--- src/rtl/hwf_sv_streamer.sv ---
// hwf_sv_streamer: feeds the hwf kernel with (x_test, x_sv) pixel pairs.
// For every support vector it pulses kernel_rst, loads Bi, streams
// NUM_OF_PIXELS pixel pairs (qualified by stall_MEM) and waits for
// kernel_done before moving on to the next support vector.
// Optional feature macro: HWF_ACCUM_EN (adds the decision_sum accumulator).
module hwf_sv_streamer #(
    parameter int XLEN_PIXEL    = 8,
    parameter int NUM_OF_PIXELS = 10,
    parameter int NUM_OF_SV     = 10,
    parameter int SV_AW         = 8,
    parameter int ACC_W         = 24
) (
    input  logic                             clk,
    input  logic                             rst,
    input  logic                             start,
    input  logic                             mem_hold,
    output logic [$clog2(NUM_OF_PIXELS)-1:0] test_addr,
    input  logic [XLEN_PIXEL-1:0]            test_rdata,
    output logic [SV_AW-1:0]                 sv_addr,
    input  logic [XLEN_PIXEL-1:0]            sv_rdata,
    output logic [$clog2(NUM_OF_SV)-1:0]     bi_addr,
    input  logic [2*XLEN_PIXEL-1:0]          bi_rdata,
    output logic                             kernel_rst,
    output logic                             stall_MEM,
    output logic [XLEN_PIXEL-1:0]            x_test,
    output logic [XLEN_PIXEL-1:0]            x_sv,
    output logic [2*XLEN_PIXEL-1:0]          Bi,
    input  logic                             kernel_done,
    input  logic [2*XLEN_PIXEL-1:0]          hwf_out,
    output logic [$clog2(NUM_OF_SV)-1:0]     sv_idx,
    output logic                             busy,
    output logic                             done
`ifdef HWF_ACCUM_EN
    ,
    output logic [ACC_W-1:0]                 decision_sum
`endif
);

    localparam int PIX_W = $clog2(NUM_OF_PIXELS);
    localparam int SV_W  = $clog2(NUM_OF_SV);
    localparam logic [PIX_W-1:0] LAST_PIX = PIX_W'(NUM_OF_PIXELS - 1);
    localparam logic [SV_W-1:0]  LAST_SV  = SV_W'(NUM_OF_SV - 1);

    typedef enum logic [2:0] {
        IDLE,
        KRST,
        FETCH_BI,
        STREAM,
        DRAIN,
        WAIT_DONE,
        FINISH
    } state_t;

    state_t           state;
    state_t           state_nxt;
    logic [PIX_W-1:0] pix;
    logic             issue;

    // Memory addresses follow the pixel/SV counters directly so read data lines up
    // with the registered stall_MEM one cycle later.
    assign test_addr = pix;
    assign sv_addr   = SV_AW'(sv_idx) * SV_AW'(NUM_OF_PIXELS) + SV_AW'(pix);
    assign bi_addr   = sv_idx;
    assign x_test    = test_rdata;
    assign x_sv      = sv_rdata;

    // State register.
    always_ff @(posedge clk) begin
        if (rst) begin
            state <= IDLE;
        end else begin
            state <= state_nxt;
        end
    end

    // Next-state logic and state-decoded outputs.
    always_comb begin
        state_nxt  = state;
        issue      = 1'b0;
        kernel_rst = 1'b0;
        busy       = 1'b1;
        done       = 1'b0;
        case (state)
            IDLE: begin
                busy = 1'b0;
                if (start) begin
                    state_nxt = KRST;
                end
            end
            KRST: begin
                kernel_rst = 1'b1;
                state_nxt  = FETCH_BI;
            end
            FETCH_BI: begin
                state_nxt = STREAM;
            end
            STREAM: begin
                if (!mem_hold) begin
                    issue = 1'b1;
                    if (pix == LAST_PIX) begin
                        state_nxt = DRAIN;
                    end
                end
            end
            DRAIN: begin
                state_nxt = WAIT_DONE;
            end
            WAIT_DONE: begin
                if (kernel_done) begin
                    state_nxt = (sv_idx == LAST_SV) ? FINISH : KRST;
                end
            end
            FINISH: begin
                done      = 1'b1;
                state_nxt = IDLE;
            end
            default: begin
                state_nxt = IDLE;
            end
        endcase
    end

    // Pixel/SV counters, Bi capture and the registered pixel-valid qualifier.
    always_ff @(posedge clk) begin
        if (rst) begin
            pix       <= '0;
            sv_idx    <= '0;
            Bi        <= '0;
            stall_MEM <= 1'b1;
        end else begin
            stall_MEM <= ~issue;
            if (state == IDLE && start) begin
                sv_idx <= '0;
            end
            if (state == WAIT_DONE && kernel_done && sv_idx != LAST_SV) begin
                sv_idx <= sv_idx + SV_W'(1);
            end
            if (state == KRST) begin
                pix <= '0;
            end else if (issue) begin
                pix <= (pix == LAST_PIX) ? '0 : pix + PIX_W'(1);
            end
            if (state == FETCH_BI) begin
                Bi <= bi_rdata;
            end
        end
    end

`ifdef HWF_ACCUM_EN
    // Sum of kernel results over the pass, restarted whenever a new pass begins.
    always_ff @(posedge clk) begin
        if (rst) begin
            decision_sum <= '0;
        end else if (state == IDLE && start) begin
            decision_sum <= '0;
        end else if (state == WAIT_DONE && kernel_done) begin
            decision_sum <= decision_sum + ACC_W'(hwf_out);
        end
    end
`else
    localparam int unused_acc_w = ACC_W;
    logic unused_hwf_out;
    assign unused_hwf_out = ^hwf_out;
`endif

endmodule

--- config.mk ---
export PLATFORM = sky130hd
export DESIGN_NAME = hwf_sv_streamer
export DESIGN_NICKNAME = d
export VERILOG_FILES = /design/src/rtl/hwf_sv_streamer.sv
export SDC_FILE = /design/constraint.sdc
export NUM_CORES = 1
export LEC_CHECK = 0
export BUFFER_PORTS_ARGS = -buffer_cell sky130_fd_sc_hd__buf_2
export CORE_ASPECT_RATIO = 1.1
export CORE_UTILIZATION = 45
export DETAILED_ROUTE_END_ITERATION = 10
export GPL_TIMING_DRIVEN = 0
export PLACE_DENSITY = 0.87
export SLEW_MARGIN = 20
export SYNTH_ARGS = -nofsm -noshare
export SYNTH_HDL_FRONTEND = slang
export SYNTH_SLANG_ARGS = --single-unit
--- constraint.sdc ---
create_clock -name clk -period 6.1 [get_ports clk]
set_input_delay 0.61 -clock clk [delete_from_list [all_inputs] [get_ports clk]]
set_output_delay 0.61 -clock clk [all_outputs]
set_load 0.02 [all_outputs]
Word-level counts from Yosys, hierarchy flattened --
Index checks and enable logic that the tools add are counted.
Cells by class: add/sub/neg operators 3, multipliers 1, divide/modulo/power cells 0, magnitude comparators 0, eq/ne operators 13, shifts and indexed selects 0, mux-type cells 14, bitwise logic cells 1, reductions and logical operators 7
Operators by type and width (count):
- 3-bit one-hot mux with 6 select lines | 1
- 3-bit two-way mux | 5
- 4-bit two-way mux | 3
- 3-bit equality test, second input constant | 3
- 4-bit by 1-bit adder with 4-bit output, second input constant | 2
- 8-bit by 4-bit adder with 8-bit output | 1
- 4-bit equality test, second input constant | 2
- 2-bit != test, second input constant | 4
- 4-bit by 3-bit multiplier with 7-bit output, second input constant | 1
- 3-bit by 2-bit equality test with 1-bit output, second input constant | 2
- 1-bit two-way mux | 5
- 4-bit != test, second input constant | 1
- 4-bit AND reduction | 1
- 3-bit by 1-bit equality test with 1-bit output, second input constant | 1
- 1-bit logical AND | 3
- 3-bit logical NOT | 1
- 2-bit nonzero test | 1
- 2-bit OR reduction | 1
- 1-bit inverter | 1
Word-level totals: register bits 28, latch bits 0, bits in writable memories 0, ROM bits 0, input port bits 53, output and inout bits 56, word-level logic and storage cells 44, memories kept 0

Longest topological paths before layout --
Gate-level depths: netlist (run 1).
word-level depth 4, mapped depth 7, mapped depth without buffers 7

Worst setup path before layout (run 1) --
OpenSTA, ideal clock, no wires.
path type reg2out, start register sv_idx[1], in the netlist bi_addr[1], end output sv_addr[7], arrival time 2.200 ns, data required time 5.490 ns, setup slack 3.290 ns, cell stages (with the launch flop) 8, buffers on the path 0, cells stage by stage dfxtp_1 -> ha_1 -> ha_1 -> fa_1 -> nand2_1 -> nor3_1 -> xnor2_1 -> a21o_1
On the way: longest elaborated chain between the ends 2
RTL lines:
- from (decl) | line 30 | output logic [$clog2(NUM_OF_SV)-1:0] sv_idx,
- from (signal assigned) | line 136 | sv_idx <= sv_idx + SV_W'(1);
- 4-bit by 3-bit multiplier with 7-bit output | line 62 | assign sv_addr = SV_AW'(sv_idx) * SV_AW'(NUM_OF_PIXELS) + SV_AW'(pix);
- 8-bit by 4-bit adder with 8-bit output | line 62
- to (decl) | line 19 | output logic [SV_AW-1:0] sv_addr,
Every way passes these cells.

Final worst setup path (run 1) --
Same ends and word-level chain as after synthesis.

==> results.md, run 1 <==
- Max_cap viols: 0
- Vias in the first global route: 1217
- Delay-heaviest family, CP: adder cells
- Clock network fraction of design power: 0.194
- Inst Count DP: 323
- Hold path depth: 2
- Register bit total from synthesis: 28
- R2R setup slack: 4.48 ns
- Crit path capture type: output pin
- Final setup viols: 0
- Layout area overhead: 28.30%
- Worst Tran Pin Value: 0.4054 ns
- Final WL: 3263 um
- Final nets: 344
- Critical Path RT: 5.49 ns
- Clock sinks: 28
- Row cnt: 22
- Die Ht: 65.83 um
- Max Slew Vio Count: 0
- Die W: 60.03 um
- Inserted Diodes: 0
- Slowest stage delay, CP: 0.57 ns
- Syn avg cell area: 8.333 um2
- Seq pwr share: 0.452
- Clock skew: 0.01013 ns
- Cell mode on critical path: ha_1
- Worst r2r dst: bi_addr[2]
- Post-CTS Hold Buffers: 0
- Layout cell share with drive strength beyond 1: 0.4014
- Filler cell count: 309
- F_max: 304.1 MHz
- Sw Ratio: 0.3540
- Pwr/cell area: 220.4 nW/um2
- CTS Root Cell: clkbuf_4
- WHS: 0.4592 ns
- RSZ-0062 raised after global routing: no
- Rel. slew slack: 0.7297
- CTS tree: built
- Post-synthesis cell area: 1667 um2
- EDFF count, synth: 0
- GRT Total Usage: 0.1683
- Post-CTS setup buffers: 0
- Grt ovf: 0
- 1st-pass router iterations: 4
- Antenna violations before repair: 0
- Final hold viol count: 0
- Clk buf depth: 2
- Internal cell power: 0.3044 mW
- Hold EP: Bi[10]
- Leak Pwr: 1.136 nW
- GR Util met2: 0.2889
- DRT antenna net count: 0
- First-pass GRT wire length: 5126 um
- Largest net degree at the start of global routing: 16
- Die ar.: 3951 um2
- Synth cell types: 42
- Part of the power in combinational logic: 0.354
- Seq/Total Area, Yosys: 0.3363
- Register area: 560.5 um2
- I/O Buffers: 75
- Critical Path, Cell by Cell: ha_1 -> ha_1 -> fa_1 -> nand2_1 -> nor3_1 -> xnor2_1 -> a21o_1 -> buf_2
- Min-delay worst type: reg2reg
- RePlAce Congestion: 0.8130
- Ranking of synthesized cells by area: dfxtp_1, buf_4, nand2_1
- Clock period minus final worst setup slack: 3.288 ns
- Status: complete, no violations
- Crit path DAT: 2.68 ns
- Crit Path Category: reg2out
- Worst path slowest cell: dfxtp_1
- CORE AREA: 3441 um2
- Mapped Nets: 264
- # IOs: 109
- Post-synth top area cell: dfxtp_1
- Num CTS Buffers: 3
- Wire per inst: 9.979 um
- H-tree depth: 1
- Post-synth top flop: dfxtp_1
- Vias: 1574
- Vias/cell: 4.813
- DRC errors left: 0
- Setup crit start kind: flop
- Clk_lat worst skew: 0.34 ns
- Yosys Warn Count: 0
- Post-synth top area share: 0.3363
- Worst Path Max Fanout: 9
- RR Startpoint: bi_addr[1]
- Clock slew at reported path FFs: 0.15 ns
- DP HPWL: 2568 um
- Final TNS setup: 0 ns
- Fin crit share: 0.5390
- Fin cells: 327
- M1 GR Usage: 0.2029
- Worst Path Buf+Inv: 1
- Gate Count Post-Synth: 200
- Starting density of the core: 0.4844
- GR Util met3: 0.03523
- Beginning of the worst hold path: Bi[10]
- Net Sw Power: 0.1668 mW
- Max VDD drop: 91.10 uV
- Multi-input gate area: 874.6 um2
- Asr flop ratio synth: 0
- GRT Max-Usage Layer: met2
- Number of DRC markers in iteration 0: 78
- FF-to-FF path depth: 6
- Gates resized, CTS repair: 0
## metrics by stage
step | utilization | worst slack (ns) | power [mW] | cell area [um2]
after floorplan | - | 3.290 | 0.3385 | 1667
after global placement | 0.6109 | 3.250 | 0.3826 | 2102
after detailed placement | 0.6109 | 3.199 | 0.3855 | 2102
after CTS | 0.6215 | 2.787 | 0.4762 | 2138
after global routing | 0.6215 | 2.649 | 0.5050 | 2138
final | 0.6215 | 2.812 | 0.4712 | 2138
## power groups by stage
stage          sequential, mW  combinational, mW  clock, mW
6_report                0.213              0.167     0.0913
5_1_grt                 0.216              0.186      0.103
4_1_cts                 0.213              0.168     0.0943
3_5_place_dp            0.218              0.168          0
3_3_place_gp            0.217              0.166          0
2_1_floorplan           0.233              0.105          0
## layout by cell type, fill, tap and decap left out, types with 2 or more instances in the layout
master	n
nor2b_1	3
clkbuf_2	2
clkbuf_4	3
or3_1	2
nand2_1	38
xor2_1	3
nand3_1	3
nor2_1	9
nand2b_1	6
o21ai_0	2
a21o_1	3
a211oi_1	2
xnor2_1	5
o2bb2ai_1	2
buf_2	78
clkbuf_1	2
buf_4	23
inv_1	4
a21oi_1	24
ha_1	9
and2_1	2
dfxtp_1	28
fa_1	2
nor3_1	4
## worst reg2reg max path: cells and delay by family, from the launching register on
| kind | cells | cell delay, ns |
|---|---|---|
| flip-flops | 1 | 0.57 |
| AND/OR/NAND/NOR | 3 | 0.48 |
| adder cells (fa/ha/maj) | 1 | 0.22 |
| AO/OA/AOI/OAI | 1 | 0.18 |
| buffers and inverters | 1 | 0.09 |
## kinds of logic (layout without fill, tap and decap cells)
| group | Yosys count | count (layout) | synth area share |
|---|---|---|---|
| muxes | 1 | 1 | 0.006006 |
| buffers and inverters | 35 | 114 | 0.1389 |
| DFF | 28 | 28 | 0.3363 |
| and+or+nand+nor | 77 | 77 | 0.2395 |
| adders and majority gates | 11 | 11 | 0.09159 |
| AOI/OAI and AO/OA | 40 | 40 | 0.1456 |
| xor gates and xnor gates | 8 | 8 | 0.04204 |
## synth_stat cells (2+ instances only)
| cell | n |
|---|---|
| clkbuf_1 | 2 |
| nand2_1 | 38 |
| and2_1 | 2 |
| or3_1 | 2 |
| nor2_1 | 9 |
| buf_2 | 3 |
| nand3_1 | 3 |
| a21oi_1 | 24 |
| xor2_1 | 3 |
| o2bb2ai_1 | 2 |
| dfxtp_1 | 28 |
| buf_4 | 23 |
| o21ai_0 | 2 |
| ha_1 | 9 |
| inv_1 | 4 |
| nand2b_1 | 6 |
| fa_1 | 2 |
| nor3_1 | 4 |
| xnor2_1 | 5 |
| a21o_1 | 3 |
| nor2b_1 | 3 |
| a211oi_1 | 2 |
| clkbuf_2 | 2 |
## layout make-up
class,count,area share
multi-input combinational,137,0.4090
sequential,28,0.2621
timing repair buffer,75,0.1755
buffer,31,0.1012
tap,48,0.02809
clock buffer,4,0.01697
inverter,4,0.007022
## how the worst max path moves through the flow
stage | start | to | slack, ns | depth (start not counted)
6_report | bi_addr[1] | sv_addr[7] | 2.81 | 8
5_1_grt | bi_addr[1] | sv_addr[7] | 2.65 | 8
4_1_cts | bi_addr[1] | sv_addr[7] | 2.79 | 8
3_5_place_dp | bi_addr[1] | sv_addr[7] | 3.20 | 8
3_3_place_gp | bi_addr[1] | sv_addr[7] | 3.25 | 8
2_1_floorplan | bi_addr[1] | sv_addr[7] | 3.29 | 7
## registers in the layout (all words and copies together) (netlist names)
signal / count
bi_addr: 4
test_addr: 4
state: 3
stall_MEM: 1
Bi: 16
## routing by layer
metal / share of wire / routed length, um
met1: 0.46 / 1490
met2: 0.45 / 1472
met3: 0.079 / 257
met4: 0.013 / 42
met5: 0 / 0
Note: power is estimated with default switching activity, not from simulation.
==> run 2, diff against run 1 <==
--- a/config.mk
+++ b/config.mk
@@ -5,12 +5,13 @@
 export SDC_FILE = /design/constraint.sdc
 export NUM_CORES = 1
 export LEC_CHECK = 0
+export ABC_AREA = 1
 export BUFFER_PORTS_ARGS = -buffer_cell sky130_fd_sc_hd__buf_2
 export CORE_ASPECT_RATIO = 1.1
-export CORE_UTILIZATION = 45
+export CORE_UTILIZATION = 42
 export DETAILED_ROUTE_END_ITERATION = 10
 export GPL_TIMING_DRIVEN = 0
-export PLACE_DENSITY = 0.87
+export PLACE_DENSITY = 0.82
 export SLEW_MARGIN = 20
 export SYNTH_ARGS = -nofsm -noshare
 export SYNTH_HDL_FRONTEND = slang
==> constraint.sdc (replaced) <==
create_clock -name clk -period 3.2 [get_ports clk]
set_input_delay 0.32 -clock clk [delete_from_list [all_inputs] [get_ports clk]]
set_output_delay 0.32 -clock clk [all_outputs]
set_load 0.02 [all_outputs]
==> run 2 against run 1 <==
  * Worst hold slack got worse by 0.19 ns
  * Global-route usage fell by 0.28 points
  * Sequential power rose by 140%
  * Power rose to 2.8 times the previous value
  * Clock-buffer cell count fell by 1
  * Combinational power rose to 3.7 times the previous value
  * Final cell count rose by 8.6%
==> results.md, run 2 <==
- WHS: 0.2723 ns (-0.1869 ns)
- Die ar.: 4277 um2 (+8.2%)
- Synth cell types: 33 (-21%)
- Wire per inst: 9.727 um (-2.5%)
- Antenna violations before repair: 0 (unchanged)
- GRT Total Usage: 0.1655 (-0.002771)
- Util after Layout: 0.5806 (-0.04085)
- Gates resized, CTS repair: 0 (unchanged)
- Number of DRC markers in iteration 0: 46 (-41%)
- RSZ-0062 raised after global routing: no
- Inserted Diodes: 0 (unchanged)
- Total power draw: 1.313 mW (+180%)
- Ranking of synthesized cells by area: dfxtp_1, nor2_1, buf_4
- CTS tree: built
- Cell mode on critical path: ha_1
- Fin crit share: 0.8372
- Main combinational cell family by area after synthesis: simple AND/OR/NAND/NOR gates
- Max VDD drop: 442.4 uV (+390%)
- Gate Count Post-Synth: 226 (+13%)
- Register bit total from synthesis: 28 (unchanged)
- Post-synth top area share: 0.3321 (-0.004238)
- Pwr/cell area: 604.5 nW/um2 (+170%)
- Clk buf depth: 2 (unchanged)
- Final setup viols: 0 (unchanged)
- Max Slew Vio Count: 0 (unchanged)
- Final WL: 3453 um (+5.8%)
- Crit path capture type: output pin
- CTS Root Cell: clkbuf_8
- Count leader, synth: nor2_1
- First-pass GRT wire length: 5685 um (+11%)
- Slowest stage delay, CP: 0.54 ns (-0.03 ns)
- Num CTS Buffers: 3 (unchanged)
- Leak Pwr: 1.194 nW (+5.1%)
- CORE AREA: 3741 um2 (+8.7%)
- Vias in the first global route: 1405 (+15%)
- Setup crit start kind: flop
- 1st-pass router iterations: 4 (unchanged)
- Critical Path, Cell by Cell: ha_1 -> ha_1 -> fa_1 -> inv_1 -> nor2_1 -> nand4_1 -> nand2_1 -> buf_2
- Synth Area in Compound Gates: 0.1023 (-0.04335)
- Clock skew: 0.007605 ns (-0.002524 ns)
- Fin cells: 355 (+8.6%)
- Layout cell share with drive strength beyond 1: 0.4033 (+0.001845)
- DP HPWL: 2790 um (+8.7%)
- Final critical-path setup slack: 0.5209 ns (-2.291 ns)
- DP Area: 2131 um2 (+1.4%)
- Starting density of the core: 0.4512 (-0.03319)
- Rel. slew slack: 0.7535 (+0.02377)
- Max_cap viols: 0 (unchanged)
- Multiplexer share of the synthesized area: 0 (-0.006006)
- Adder-cell share of the synthesized area: 0.09044 (-0.001154)
- Worst Tran Pin Value: 0.3692 ns (-0.03615 ns)
- Worst path slowest cell: dfxtp_1
- Critical Path RT: 2.88 ns (-2.61 ns)
- Final nets: 371 (+7.8%)
- DRT antenna net count: 0 (unchanged)
- Largest net degree at the start of global routing: 15 (-1)
- Commonest non-fill, non-tap cell in the layout: buf_2
- Syn avg cell area: 7.468 um2 (-10%)
- Vias/cell: 4.724 (-1.9%)
- Post-CTS setup buffers: 0 (unchanged)
- I/O Buffers: 76 (+1.3%)
- Crit path DAT: 2.36 ns (-0.32 ns)
- EDFF count, synth: 0 (unchanged)
- DRC errors left: 0 (unchanged)
- Asr flop ratio synth: 0 (unchanged)
- Post-Synth Simple-Gate Area: 0.2683 (+0.02886)
- Row cnt: 23 (+4.5%)
- Reg with most FFs: Bi
- Die W: 62.45 um (+4.0%)
- Status: complete, no violations
- Grt ovf: 0 (unchanged)
- Layout area overhead: 28.69%
- Worst Path Max Fanout: 9 (unchanged)
- H-tree depth: 1 (unchanged)
- Delay-heaviest family, CP: adder cells
- Synth Area in XOR/XNOR: 0.03632 (-0.005719)
- Yosys Warn Count: 0 (unchanged)
- Beginning of the worst hold path: rst
- Post-synth top flop: dfxtp_1
- Max reg flops: 16 (unchanged)
- Post-synth top area cell: dfxtp_1
- Worst Path Buf+Inv: 2 (+1)
- Most frequent cells in the layout: buf_2, nor2_1, dfxtp_1
- Inst Count DP: 352 (+9.0%)
- Final TNS setup: 0 ns (unchanged)
- F_max: 373.3 MHz
- Seq/Total Area, Yosys: 0.3321 (-0.004238)
- Filler cell count: 384 (+24%)
- Place WS: 0.8113 ns (-2.387 ns)
- Critical Path Start: bi_addr[1]
- RR Startpoint: bi_addr[1]
- Vias: 1677 (+6.5%)
- Crit Path Category: reg2out
- Post-CTS Hold Buffers: 0 (unchanged)
- Min-delay worst type: in2reg
- Die Ht: 68.49 um (+4.0%)
- Clock sinks: 28 (unchanged)
- Final hold viol count: 0 (unchanged)
- Mapped Nets: 290 (+9.8%)
- Synth cell count leaders: nor2_1, dfxtp_1, nand2_1
- Design area: 2172 um2 (+1.6%)
- # IOs: 109 (unchanged)
- Clock slew at reported path FFs: 0.09 ns (-0.06 ns)
- Clock period minus final worst setup slack: 2.679 ns
- RePlAce Congestion: 0.8530 (+4.9%)
- Post-synthesis cell area: 1688 um2 (+1.3%)
- Clk_lat worst skew: 0.27 ns (-0.07 ns)
run 2: changes by cell type after synthesis, sizes merged, moves of 3 or more:
cell | previous run | this run
clkbuf | 4 | 1
nand2b | 6 | 0
nor2 | 9 | 50
nor2b | 3 | 0
xnor2 | 5 | 2
nor3 | 5 | 2
nand2 | 38 | 33
nand3 | 3 | 12
o21ai | 3 | 24
a21oi | 24 | 7
inv | 4 | 20
a21o | 3 | 0
run 2: routing by layer:
layer	track usage	vias up	wire, um
li1	-	855	-
met1	0.1839	751	1462
met2	0.3139	66	1676
met3	0.03500	5	270
met4	0.06105	0	44
met5	0	-	0
run 2: area by class of cell:
type	instances	area, um2	share of cell area
Timing Repair Buffer	76	380.4	0.1751
Multi-Input combinational cell	151	839.6	0.3865
Clock buffer	3	41.29	0.01901
Buffer	26	202.7	0.09332
Sequential cell	28	560.5	0.2581
Inverter	21	85.08	0.03917
Tap cell	50	62.56	0.02880
run 2: logic make-up after synthesis:
logic type,count (synthesis)
and+or+nand+nor,100
adders and majority gates,11
AOI/OAI and AO/OA,33
buffers and inverters,47
DFF,28
xor gates and xnor gates,7
run 2: report_power, final:
group          internal (mW)  switching [mW]
clock                 0.0846           0.106
sequential             0.440          0.0715
combinational          0.226           0.384
run 2: path summary, 6_finish.rpt:
path / slack [ns] / depth (start not counted) / endpoint
worst min-delay path: 0.27 / 2 / bi_addr[2]
worst max-delay path: 0.52 / 8 / sv_addr[7]
worst max register to register: 1.71 / 8 / bi_addr[0]
worst min register to register: 0.48 / 2 / Bi[1]
==> run 3, diff against run 2 <==
==> constraint.sdc (replaced) <==
create_clock -name clk -period 2.6 [get_ports clk]
set_input_delay 0.26 -clock clk [delete_from_list [all_inputs] [get_ports clk]]
set_output_delay 0.26 -clock clk [all_outputs]
set_load 0.02 [all_outputs]
==> run 3 against run 2 <==
  * Global-route usage barely moved
  * Final area rose by 0.40%
  * Non-clock buffer count stayed put
  * First-iteration DRC count down 13%
  * Register-to-register slack worse by 0.43 ns
  * Utilization up 0.23 points
  * Worst hold slack worse by 0.068 ns
  * Clock-buffer cell count is the same
  * Clock power rose by 23%
==> results.md, run 3 (synthesized netlist as in run 2, its figures left out) <==
- Status: complete, no violations
- Crit Path Category: reg2out
- Vias: 1676 (-0.060%)
- Leak Pwr: 1.196 nW (+0.15%)
- H-tree depth: 1 (unchanged)
- CTS tree: built
- Cell mode on critical path: nand2_1
- Rel. slew slack: 0.7665 (+0.01296)
- Pwr/cell area: 740.8 nW/um2 (+23%)
- Antenna violations before repair: 0 (unchanged)
- Vias in the first global route: 1402 (-0.21%)
- Clock sinks: 28 (unchanged)
- Wire per inst: 9.749 um (+0.23%)
- CTS Root Cell: clkbuf_8
- F_max: 404.5 MHz
- Clk_lat worst skew: 0.27 ns (about the same)
- DP HPWL: 2790 um (unchanged)
- Final setup viols: 0 (unchanged)
- FF-to-FF path depth: 8 (unchanged)
- Max_cap viols: 0 (unchanged)
- Internal cell power: 0.9239 mW (+23%)
- Largest net degree at the start of global routing: 15 (unchanged)
- Row cnt: 23 (unchanged)
- Num CTS Buffers: 3 (unchanged)
- Max VDD drop: 544.9 uV (+23%)
- GRT Total Usage: 0.1652 (-0.0003630)
- Die W: 62.45 um (unchanged)
- Final TNS setup: 0 ns (unchanged)
- Hold path depth: 2 (unchanged)
- Max Slew Vio Count: 0 (unchanged)
- Filler cell count: 382 (-0.52%)
- DRC errors left: 0 (unchanged)
- Worst Tran Pin Value: 0.3466 ns (-0.02260 ns)
- Max reg flops: 16 (unchanged)
- Final nets: 371 (unchanged)
- Crit path DAT: 2.21 ns (-0.15 ns)
- DRT antenna net count: 0 (unchanged)
- Slowest stage delay, CP: 0.39 ns (-0.15 ns)
- Sw Ratio: 0.4281 (about the same)
- RSZ-0062 raised after global routing: no
- Min-delay worst type: in2reg
- Critical Path RT: 2.34 ns (-0.54 ns)
- Worst Path Max Fanout: 9 (unchanged)
- Clock network fraction of design power: 0.145 (about the same)
- Design area: 2181 um2 (+0.40%)
- Final WL: 3461 um (+0.23%)
- Place WS: 0.2713 ns (-0.5400 ns)
- Worst path slowest cell: dfxtp_4
- Critical Path, Cell by Cell: ha_1 -> ha_1 -> fa_1 -> xnor2_1 -> inv_1 -> nand2_1 -> nand2_1 -> nand2_1 -> buf_2
- Seq pwr share: 0.390 (about the same)
- Part of the power in combinational logic: 0.465 (about the same)
- Final hold viol count: 0 (unchanged)
- Setup crit start kind: flop
- Vias/cell: 4.721 (about the same)
- Final critical-path setup slack: 0.1276 ns (-0.3933 ns)
- WHS: 0.2040 ns (-0.06830 ns)
- Grt ovf: 0 (unchanged)
- CORE AREA: 3741 um2 (unchanged)
- Die ar.: 4277 um2 (unchanged)
- Commonest non-fill, non-tap cell in the layout: buf_2
- Clk buf depth: 2 (unchanged)
- Crit path capture type: output pin
- RePlAce Congestion: 0.8530 (unchanged)
- Inst Count DP: 352 (unchanged)
- Most frequent cells in the layout: buf_2, nor2_1, nand2_1
- # IOs: 109 (unchanged)
- Layout area overhead: 29.21%
- Die Ht: 68.49 um (unchanged)
- DP Area: 2131 um2 (unchanged)
- Net Sw Power: 0.6916 mW (+23%)
- Fin crit share: 0.9509
- Number of DRC markers in iteration 0: 40 (-13%)
- Starting density of the core: 0.4512 (unchanged)
- Clock skew: 0.007827 ns (+0.0002225 ns)
- Clock slew at reported path FFs: 0.10 ns (about the same)
- Reg with most FFs: Bi
- Inserted Diodes: 0 (unchanged)
- 1st-pass router iterations: 4 (unchanged)
- Fin cells: 355 (unchanged)
- I/O Buffers: 76 (unchanged)
- Clock period minus final worst setup slack: 2.472 ns
- Layout cell share with drive strength beyond 1: 0.4164 (+0.01311)
- First-pass GRT wire length: 5671 um (-0.25%)
## run 3: cell type report
class                      count  area (um2)  area share
sequential                    28       566.8      0.2599
timing repair buffer          76       380.4      0.1744
tap                           50       62.56     0.02869
inverter                      21       85.08     0.03901
buffer                        26       202.7     0.09294
clock buffer                   3       41.29     0.01893
multi-input combinational    151       842.1      0.3861
## run 3: timing repair
item,4_1_cts,5_1_grt
gates resized for setup,1,4
hold buffers,0,0
setup buffers,0,0
endpoints found under the setup margin,1,2
## run 3: per-layer routing
| metal | vias up | wire length (um) | GRT usage |
|---|---|---|---|
| met5 | - | 0 | 0 |
| met4 | 0 | 44 | 0.06105 |
| met3 | 5 | 266 | 0.03500 |
| met2 | 66 | 1677 | 0.3139 |
| met1 | 751 | 1472 | 0.1829 |
| li1 | 854 | - | - |
## run 3: worst max-delay path: cells and delay by family (launching register included)
kind / cells / cell delay, ns
fa+ha+maj: 3 / 0.90
flops: 1 / 0.39
buf+inv: 2 / 0.24
xor+xnor: 1 / 0.23
simple gates: 3 / 0.18
## run 3: through the flow
| step | power (mW) | utilization |
|---|---|---|
| after global routing | 1.745 | 0.5829 |
| after global placement | 1.381 | 0.5696 |
| after detailed placement | 1.396 | 0.5696 |
| after floorplan | 1.182 | - |
| final | 1.616 | 0.5829 |
| after CTS | 1.629 | 0.5809 |
## run 3: path summary, 6_finish.rpt
path,slack [ns],endpoint,startpoint
worst max-delay path,0.13,sv_addr[7],bi_addr[1]
worst min-delay path,0.20,bi_addr[2],rst
worst max register to register,1.28,bi_addr[0],bi_addr[1]
worst min register to register,0.48,Bi[1],Bi[1]
## run 3: power by group through the flow
stage / registers (mW) / logic, mW / clock network, mW
after floorplan: 0.748 / 0.434 / 0
after global routing: 0.647 / 0.840 / 0.259
after global placement: 0.634 / 0.748 / 0
final: 0.629 / 0.751 / 0.235
after detailed placement: 0.638 / 0.758 / 0
after CTS: 0.631 / 0.758 / 0.240
